### src/rtl/cfg_frame_bank.sv
// cfg_frame_bank - configuration-memory bank for one fabric column.
//
// Configuration words arrive over a valid/ready stream. They are shifted
// MSB-first into a frame-wide shadow register. Each completed frame is
// committed to one of FRAMES storage rows. The rows drive true and
// complement configuration bits into the column.
//
// Ports:
//   CLK, resetn      clock, asynchronous active-low reset
//   cfg_valid/ready  word handshake; cfg_data carries the word
//   cfg_addr         target row, sampled on the first word of a frame
//   cfg_abort        drop the frame in progress (ignored during COMMIT)
//   err_clr          clear the sticky err flag
//   frame_done       one-cycle pulse when a row is written
//   err              sticky flag: a frame or readback addressed a row >= FRAMES
//   busy             high in LOAD / COMMIT (and RB)
//   conf_bits(_n)    row f occupies [f*FRAME_BITS +: FRAME_BITS]; _n is its complement
//
// Optional readback, enabled by defining CFG_FRAME_READBACK_EN:
//   rb_req/rb_addr   request a row dump (accepted in IDLE only)
//   rb_valid/rb_data the row streamed out MSB word first, one word per cycle
module cfg_frame_bank #(
  parameter int FRAME_BITS = 32,
  parameter int FRAMES     = 20,
  parameter int WORD_W     = 8,
  parameter int ADDR_W     = (FRAMES > 1) ? $clog2(FRAMES) : 1
) (
  input  logic                         CLK,
  input  logic                         resetn,
  input  logic                         cfg_valid,
  output logic                         cfg_ready,
  input  logic [WORD_W-1:0]            cfg_data,
  input  logic [ADDR_W-1:0]            cfg_addr,
  input  logic                         cfg_abort,
  input  logic                         err_clr,
  output logic                         frame_done,
  output logic                         err,
  output logic                         busy,
  output logic [FRAMES*FRAME_BITS-1:0] conf_bits,
  output logic [FRAMES*FRAME_BITS-1:0] conf_bits_n
`ifdef CFG_FRAME_READBACK_EN
  ,
  input  logic                         rb_req,
  input  logic [ADDR_W-1:0]            rb_addr,
  output logic                         rb_valid,
  output logic [WORD_W-1:0]            rb_data
`endif
);

  localparam int WPF   = FRAME_BITS / WORD_W;
  localparam int CNT_W = $clog2(WPF + 1);
  localparam logic [CNT_W-1:0]  LAST_CNT = CNT_W'(WPF - 1);
  localparam logic [ADDR_W:0]   FRAMES_C = (ADDR_W + 1)'(FRAMES);

  typedef enum logic [1:0] {S_IDLE, S_LOAD, S_COMMIT, S_RB} state_t;

  state_t                              r_state, w_next;
  logic [FRAME_BITS-1:0]               r_shadow;
  logic [CNT_W-1:0]                    r_cnt;
  logic [ADDR_W-1:0]                   r_addr;
  logic [FRAMES-1:0][FRAME_BITS-1:0]   r_rows;
  logic                                r_done;
  logic                                r_err;
  // Holds cfg_ready low until the first edge after reset release.
  logic                                r_rdy_en;

  logic                                w_xfer;
  logic                                w_abort;
  logic                                w_addr_ok;
  logic                                w_commit_ok;
  logic                                w_err_set;
  logic                                w_rb_start;
  logic [FRAME_BITS+WORD_W-1:0]        w_cat;
  logic [FRAME_BITS-1:0]               w_shift_in;

  // Concatenate then truncate so the shift is legal even when FRAME_BITS == WORD_W.
  assign w_cat      = {r_shadow, cfg_data};
  assign w_shift_in = w_cat[FRAME_BITS-1:0];

  assign w_xfer      = cfg_valid & cfg_ready;
  assign w_abort     = cfg_abort & (r_state != S_COMMIT);
  assign w_addr_ok   = ({1'b0, r_addr} < FRAMES_C);
  assign w_commit_ok = (r_state == S_COMMIT) & w_addr_ok;

`ifdef CFG_FRAME_READBACK_EN
  logic                  w_rb_addr_ok;
  logic [FRAME_BITS-1:0] w_rb_row;

  assign w_rb_start   = (r_state == S_IDLE) & r_rdy_en & rb_req & ~cfg_abort;
  assign w_rb_addr_ok = ({1'b0, rb_addr} < FRAMES_C);
  assign w_rb_row     = w_rb_addr_ok ? r_rows[rb_addr] : '0;
  assign rb_data      = r_shadow[FRAME_BITS-1 -: WORD_W];
`else
  assign w_rb_start   = 1'b0;
`endif

  assign w_err_set = ((r_state == S_COMMIT) & ~w_addr_ok)
`ifdef CFG_FRAME_READBACK_EN
                   | (w_rb_start & ~w_rb_addr_ok)
`endif
                   ;

  // ---------------- FSM: state register ----------------
  always_ff @(posedge CLK or negedge resetn) begin
    if (!resetn) r_state <= S_IDLE;
    else         r_state <= w_next;
  end

  // ---------------- FSM: next state ----------------
  always_comb begin
    w_next = r_state;
    case (r_state)
      S_IDLE: begin
        if (w_abort)         w_next = S_IDLE;
        else if (w_rb_start) w_next = S_RB;
        else if (w_xfer)     w_next = (WPF == 1) ? S_COMMIT : S_LOAD;
      end
      S_LOAD: begin
        if (w_abort)                            w_next = S_IDLE;
        else if (w_xfer && r_cnt == LAST_CNT)   w_next = S_COMMIT;
      end
      S_COMMIT: w_next = S_IDLE;
      S_RB: begin
        if (w_abort || r_cnt == LAST_CNT) w_next = S_IDLE;
      end
      default: w_next = S_IDLE;
    endcase
  end

  // ---------------- FSM: outputs ----------------
  always_comb begin
    cfg_ready = 1'b0;
    busy      = 1'b0;
`ifdef CFG_FRAME_READBACK_EN
    rb_valid  = 1'b0;
`endif
    case (r_state)
      S_IDLE: begin
`ifdef CFG_FRAME_READBACK_EN
        cfg_ready = r_rdy_en & ~rb_req;
`else
        cfg_ready = r_rdy_en;
`endif
      end
      S_LOAD: begin
        cfg_ready = 1'b1;
        busy      = 1'b1;
      end
      S_COMMIT: busy = 1'b1;
      S_RB: begin
        busy = 1'b1;
`ifdef CFG_FRAME_READBACK_EN
        rb_valid = 1'b1;
`endif
      end
      default: ;
    endcase
  end

  // ---------------- Shadow, word counter, latched address ----------------
  always_ff @(posedge CLK or negedge resetn) begin
    if (!resetn) begin
      r_shadow <= '0;
      r_cnt    <= '0;
      r_addr   <= '0;
    end else begin
      case (r_state)
        S_IDLE: begin
          if (w_abort) begin
            r_shadow <= '0;
            r_cnt    <= '0;
          end else if (w_rb_start) begin
`ifdef CFG_FRAME_READBACK_EN
            r_shadow <= w_rb_row;
`endif
            r_cnt    <= '0;
          end else if (w_xfer) begin
            r_shadow <= w_shift_in;
            r_cnt    <= CNT_W'(1);
            r_addr   <= cfg_addr;
          end
        end
        S_LOAD: begin
          if (w_abort) begin
            r_shadow <= '0;
            r_cnt    <= '0;
          end else if (w_xfer) begin
            r_shadow <= w_shift_in;
            r_cnt    <= r_cnt + CNT_W'(1);
          end
        end
        S_COMMIT: r_cnt <= '0;
        S_RB: begin
          // Each cycle presents the MSB word, then shifts the next one up.
          if (w_abort) begin
            r_shadow <= '0;
            r_cnt    <= '0;
          end else begin
            r_shadow <= w_cat[FRAME_BITS-1:0] & {{(FRAME_BITS-WORD_W){1'b1}}, {WORD_W{1'b0}}};
            r_cnt    <= (r_cnt == LAST_CNT) ? '0 : r_cnt + CNT_W'(1);
          end
        end
        default: ;
      endcase
    end
  end

  // ---------------- Storage rows and status ----------------
  // Rows only change on a commit edge, so the column never sees shadow activity.
  always_ff @(posedge CLK or negedge resetn) begin
    if (!resetn) begin
      r_rows   <= '0;
      r_done   <= 1'b0;
      r_err    <= 1'b0;
      r_rdy_en <= 1'b0;
    end else begin
      r_rdy_en <= 1'b1;
      r_done   <= w_commit_ok;
      if (w_commit_ok) r_rows[r_addr] <= r_shadow;
      // A new error outranks a simultaneous clear.
      if (w_err_set)    r_err <= 1'b1;
      else if (err_clr) r_err <= 1'b0;
    end
  end

  assign frame_done  = r_done;
  assign err         = r_err;
  assign conf_bits   = r_rows;
  assign conf_bits_n = ~r_rows;

endmodule
### config.mk
export PLATFORM = sky130hd
export DESIGN_NAME = cfg_frame_bank
export DESIGN_NICKNAME = d
export VERILOG_FILES = /design/src/rtl/cfg_frame_bank.sv
export SDC_FILE = /design/constraint.sdc
export NUM_CORES = 1
export LEC_CHECK = 0
export ABC_AREA = 1
export CORE_AREA = 8 8 496 498
export CTS_BUF_LIST = sky130_fd_sc_hd__clkbuf_2
export DETAILED_ROUTE_END_ITERATION = 8
export DIE_AREA = 0 0 504 506
export GPL_ROUTABILITY_DRIVEN = 0
export GPL_TIMING_DRIVEN = 0
export PLACE_DENSITY = 0.31
export SKIP_CTS_REPAIR_TIMING = 1
export SLEW_MARGIN = 5
export SYNTH_ARGS = -nofsm -noshare
export SYNTH_HDL_FRONTEND = slang
export SYNTH_SLANG_ARGS = --single-unit
### constraint.sdc
create_clock -name CLK -period 1.35 [get_ports CLK]
set_input_delay 0.27 -clock CLK [delete_from_list [all_inputs] [get_ports CLK]]
set_output_delay 0.27 -clock CLK [all_outputs]
set_load 0.01 [all_outputs]
== After elaboration in Yosys (flattened, before gate mapping) ==
Cells that the tools add are included.

* Register bits: 685
* Latch bits: 0
* RAM bits: 0
* Bits in read-only memories: 0
* Output and inout bits: 1284
* Logic and storage cells: 84
* Memories kept: 0

* Add/sub/neg operators: 1
* Multipliers: 0
* Div/mod/pow operators: 0
* Order comparisons: 3
* Equal/unequal tests: 10
* Shift operators: 0
* Multiplexer cells: 24
* Bitwise operators: 7
* Reduce and logical (&&, ||, !) cells: 12

{| class="wikitable"
|+ Operator list
! cell !! count
|-
| $bwmux 640 || 1
|-
| $not 640->640 || 1
|-
| $demux 32 s5 || 1
|-
| $mux 32 || 4
|-
| $pmux 32 s2 || 1
|-
| $mux 3 || 6
|-
| $pmux 3 s4 || 1
|-
| $mux 2 || 5
|-
| $ne 3x3->1 const B || 3
|-
| $pmux 2 s4 || 1
|-
| $lt 5x6->1 const B || 1
|-
| $reduce_and 3->1 || 2
|-
| $ge 5x1->1 const B || 1
|-
| $lt 5x5->1 const B || 1
|-
| $and 1x1->1 || 4
|-
| $eq 2x2->1 const B || 2
|-
| $ne 2x2->1 const B || 2
|-
| $reduce_and 2->1 || 2
|-
| $reduce_bool 2->1 || 2
|-
| $add 3x1->3 const B || 1
|-
| $eq 3x2->1 const B || 1
|-
| $mux 1 || 3
|-
| $ne 3x1->1 const B || 1
|-
| $reduce_or 3->1 || 1
|-
| other kinds (7) || 9
|}

== Longest topological paths before layout ==
* Word-level depth: 7
* Depth in mapped cells: 8

== Least setup slack after synthesis ==
OpenSTA, ideal clock, no wires.

* Path kind: reg2reg
* Start point: register r_addr[3]
* End point: register r_rows (netlist bit conf_bits[35])
* Data arrival time: 1.356 ns
* Required time: 1.216 ns
* Setup slack: -0.140 ns
* Cell stages (with the launch flop): 8
* Path buffers: 1
* Clock period less this slack: 1.490 ns
* Cell sequence: dfrtp_1 > inv_1 > nand2_4 > nor2_4 > nand2_2 > clkbuf_1 > nand2_1 > o21ai_0

* Longest elaborated chain between the ends: 5

{| class="wikitable"
|+ RTL lines
! item !! RTL line !! text
|-
| start, declared || 60 || <nowiki>logic [ADDR_W-1:0] r_addr;</nowiki>
|-
| start signal, assigned || 180 || <nowiki>r_addr <= cfg_addr;</nowiki>
|-
| $lt 5x6->1 (implied by the code) or $ge 5x1->1 (tied branches) || 219 || <nowiki>if (w_commit_ok) r_rows[r_addr] <= r_shadow;</nowiki>
|-
| $logic_and 1x1->1 (implied by the code) || 219 ||
|-
| $mux 32 (implied by the code) || 219 ||
|-
| $demux 32 s5 || 219 ||
|-
| $bwmux 640 || 219 ||
|-
| end signal, assigned by index || 219 ||
|-
| end, declared || 61 || <nowiki>logic [FRAMES-1:0][FRAME_BITS-1:0] r_rows;</nowiki>
|}

Several ways; a longest one is shown, not always the timed one.
A chain may end at the register's enable or synchronous reset.

== Worst setup path in the final report ==
* Start point: register r_state[1]
* End point: output port busy

* Longest elaborated chain between the ends: 3

{| class="wikitable"
|+ RTL lines
! item !! RTL line !! text
|-
| start, declared || 57 || <nowiki>state_t r_state, w_next;</nowiki>
|-
| start signal, assigned || 106 || <nowiki>else r_state <= w_next;</nowiki>
|-
| $eq 2x2->1 or $eq 2x1->1 (tied branches) || 137 || <nowiki>case (r_state)</nowiki>
|-
| $reduce_or 3->1 (no line) (*) || - ||
|-
| $mux 1 (*) || 137 ||
|-
| end, declared || 38 || <nowiki>output logic busy,</nowiki>
|}

Mark *: on every way between the ends. The rest lies on a longest branch, timed or not.

==> impl_metrics.yaml <==
floorplanning:
  rows: 180
  core_area_sq_um: 239000
  start_util_pct: 11.6
  pin_count: 1302
  die_area_sq_um: 255000
  fp.dieW_microns: 504
  die_y_microns: 506
global_routing:
  antenna_found_initial: 30
  grt_use_total_pct: 16.4
  grt_pass1_wl_microns: 285000
  grt_overflow: 0
  grt_pass1_vias: 29037
  grt_max_degree: 103
layout:
  syn_to_final_growth_pct: 89.7
  final_core_util_pct: 21.9
  nNetsFinal: 4856
  stdcell_area_sq_um: 52400
  drive_gt1_share_pct: 26.0
sta:
  timing.final.crit_share_pct: 204
  fin_skew_ns: 0.151
  finalCriticalPeriod_ns: 2.75
  relSlewSlack_pct: 16.4
  hold_ws_ns: -0.833
  setup_viol: 2040
  drv_slew: 0
  fmax_mhz: 364
  finalHoldViolCount: 243
  rsz0062_at_grt: "true"
  finalWorstSetupSlack_ns: -1.40
  worst_pin_slew_ns: 1.25
synth:
  syn_area_sq_um: 27600
  synth_common_cells: "732 x nand2_1, 693 x inv_1, 685 x dfrtp_1, 381 x o21ai_0, 229 x o21ai_1"
  synth_edf_count: 0
  synthArstFlopShare_pct: 100
  syn_nets: 3094
  yosysTopAreaCellShare_pct: 62.1
  ys_types: 25
  ys_warn_count: 0
  ys_seq_area_share_pct: 62.1
  ys_ff_latch: 685
  synth_area_leaders: "dfrtp_1 62%, nand2_1 9.9%, inv_1 9.4%"
  yosysMostFrequentCell: "nand2_1"
  yosys.area.top_type: "dfrtp_1"
  synth_cells: 3073
  synth_ff_type: "dfrtp_1"
  syn_avg_cell_area_sq_um: 8.99
worst_setup_path:
  critPathMaxStageDelay_ns: 0.47
  critPathRequiredTime_ns: 1.08
  worstSetupEndpointType: "output port"
  worstPathMaxFanout: 5
  cp-start-kind: "register"
  r2r-start: "r_state[0]"
  crit_type: "reg -> out"
  reg2reg_depth: 7
  crit_chain: "inv_2 -> nand2_1 -> buf_4"
  critical_path.slowest_cell: "dfrtp_2"
  reg2reg_to: "conf_bits[331]"
  cp.arrival_ns: 2.48
  r2r_slack_ns: -0.99
  cp-startpoint: "r_state[1]"
placed_design:
  io_buffers: 1300
  place_area_sq_um: 45200
  hpwl_microns: 175000
cts:
  h-tree-depth: 4
  cts-root-buf: "clkbuf_2"
  numCtsBuffers: 213
  clkSinkCount: 685
  clk_pin_slew_worst_paths_ns: 0.10
  cts_buffer_depth: 3
  clock_latency_ns: 1.71
  cts_tree: "built"
drt:
  first_pass_iters: 5
  drt_iter0_markers: 1594
  vias_per_cell: 3.48
  vias: 28447
  antenna_left: 0
  routedWlPerCell_microns: 26.9
  drc: 0
  wl_microns: 220000
flow_run:
  drv_cap: 0
min_path:
  hold_path_class: "in -> async"
power_and_ir_drop:
  sw_frac_of_total_pct: 35.6
  netSwitchingPower_mw: 17.6
  p_comb_share_pct: 19.5
  p_clk_share_pct: 34.9
  power_frac_seq_pct: 45.6
  ir_worst_vdd_mv: 0.618
  internal_power_mw: 32.0
  p_per_area_nw_per_um2: 947
  total_power_mw: 49.6
  p_leak_nw: 31.4
run_status:
  status: "finished, violations left"
  violations: "hold timing, setup timing"
==> state kept, by name (all words and copies together), names as in the netlist <==
name        cells
r_state         2
r_addr          5
r_rdy_en        1
frame_done      1
r_cnt           3
r_shadow       32
err             1
conf_bits     640
==> critical path: cells and delay by family, from the launching register on <==
family	cells	cell delay (ns)
buffers and inverters	2	0.28
and+or+nand+nor	1	0.09
DFF	1	0.47
==> how the worst max path moves through the flow <==
stage | slack [ns] | end | cells after the start
after floorplan | -0.07 | conf_bits[376] | 8
after global placement | -38.60 | r_addr[4] | 1
after detailed placement | -1.42 | conf_bits[451] | 5
after CTS | -2.71 | cfg_ready | 2
after global routing | -1.82 | busy | 3
final | -1.40 | busy | 3
==> layer usage <==
metal  global-route usage, %  vias up  wire length [microns]
met3                    7.18      260                  21300
met1                    20.8    14037                  96200
met2                    25.5     1228                  96800
li1                        -    12916                      -
met5                       0        -                     41
met4                    4.00        6                   5660
==> per-stage QoR <==
stage / setup TNS [ns] / instances / setup slack [ns]
3_3_place_gp: - / 7558 / -38.60
4_1_cts: -3205.78 / 7915 / -2.71
6_report: -2024.44 / 8175 / -1.40
5_1_grt: -2578.74 / 8158 / -1.82
2_1_floorplan: -17.03 / 3073 / -0.0736
3_5_place_dp: -849.74 / 7566 / -1.42
==> cell type report <==
class	instances	area, sq um
multi-input cells	1494	6880
inverters	695	2690
flip-flops and latches	685	17300
well taps	3185	3990
fillers	26350	186000
plain buffers	199	1350
repair buffers	1547	18300
diodes	21	52.6
clock buffers	303	1520
clock inverters	46	329
==> cells in the final DEF, fill, tap and decap left out, types with 2 or more instances in the layout <==
| cell | n |
|---|---|
| dlymetal6s2s_1 | 1017 |
| nand2_1 | 727 |
| dfrtp_1 | 567 |
| inv_1 | 516 |
| o21ai_1 | 352 |
| clkbuf_2 | 345 |
| buf_6 | 295 |
| o21ai_0 | 258 |
| buf_4 | 165 |
| inv_2 | 155 |
| dfrtp_2 | 118 |
| clkbuf_1 | 79 |
| buf_8 | 46 |
| nand3_1 | 38 |
| o21ai_2 | 37 |
| nor2_1 | 37 |
| dlygate4sd3_1 | 32 |
| clkinv_1 | 28 |
| buf_2 | 27 |
| diode_2 | 21 |
| inv_4 | 15 |
| clkdlybuf4s50_1 | 15 |
| nand2_2 | 14 |
| buf_16 | 14 |
| nand2_4 | 13 |
| inv_6 | 10 |
| clkbuf_8 | 8 |
| clkinv_2 | 5 |
| clkinv_4 | 4 |
| nor2_4 | 4 |
| nor3_4 | 3 |
| ha_1 | 3 |
| bufinv_16 | 3 |
| clkinv_8 | 3 |
| clkbuf_4 | 2 |
| nor2_8 | 2 |
| buf_1 | 2 |
| buf_12 | 2 |
==> logic make-up after synthesis <==
family,after synthesis,synth area share [%]
AOI/OAI and AO/OA,650,12.3
adders and majority gates,3,0.136
buffers and inverters,894,13.2
DFF,685,62.1
other,1,0.0136
and+or+nand+nor,840,12.3
==> power groups by stage <==
stage / sequential [mW] / combinational [mW] / clock, mW
6_report: 22.6 / 9.69 / 17.3
5_1_grt: 22.8 / 10.5 / 19.4
4_1_cts: 22.7 / 9.54 / 18.7
3_5_place_dp: 23.1 / 9.50 / 0
3_3_place_gp: 23.1 / 9.18 / 0
2_1_floorplan: 22.9 / 2.64 / 0
(Power assumes the default switching activity.)
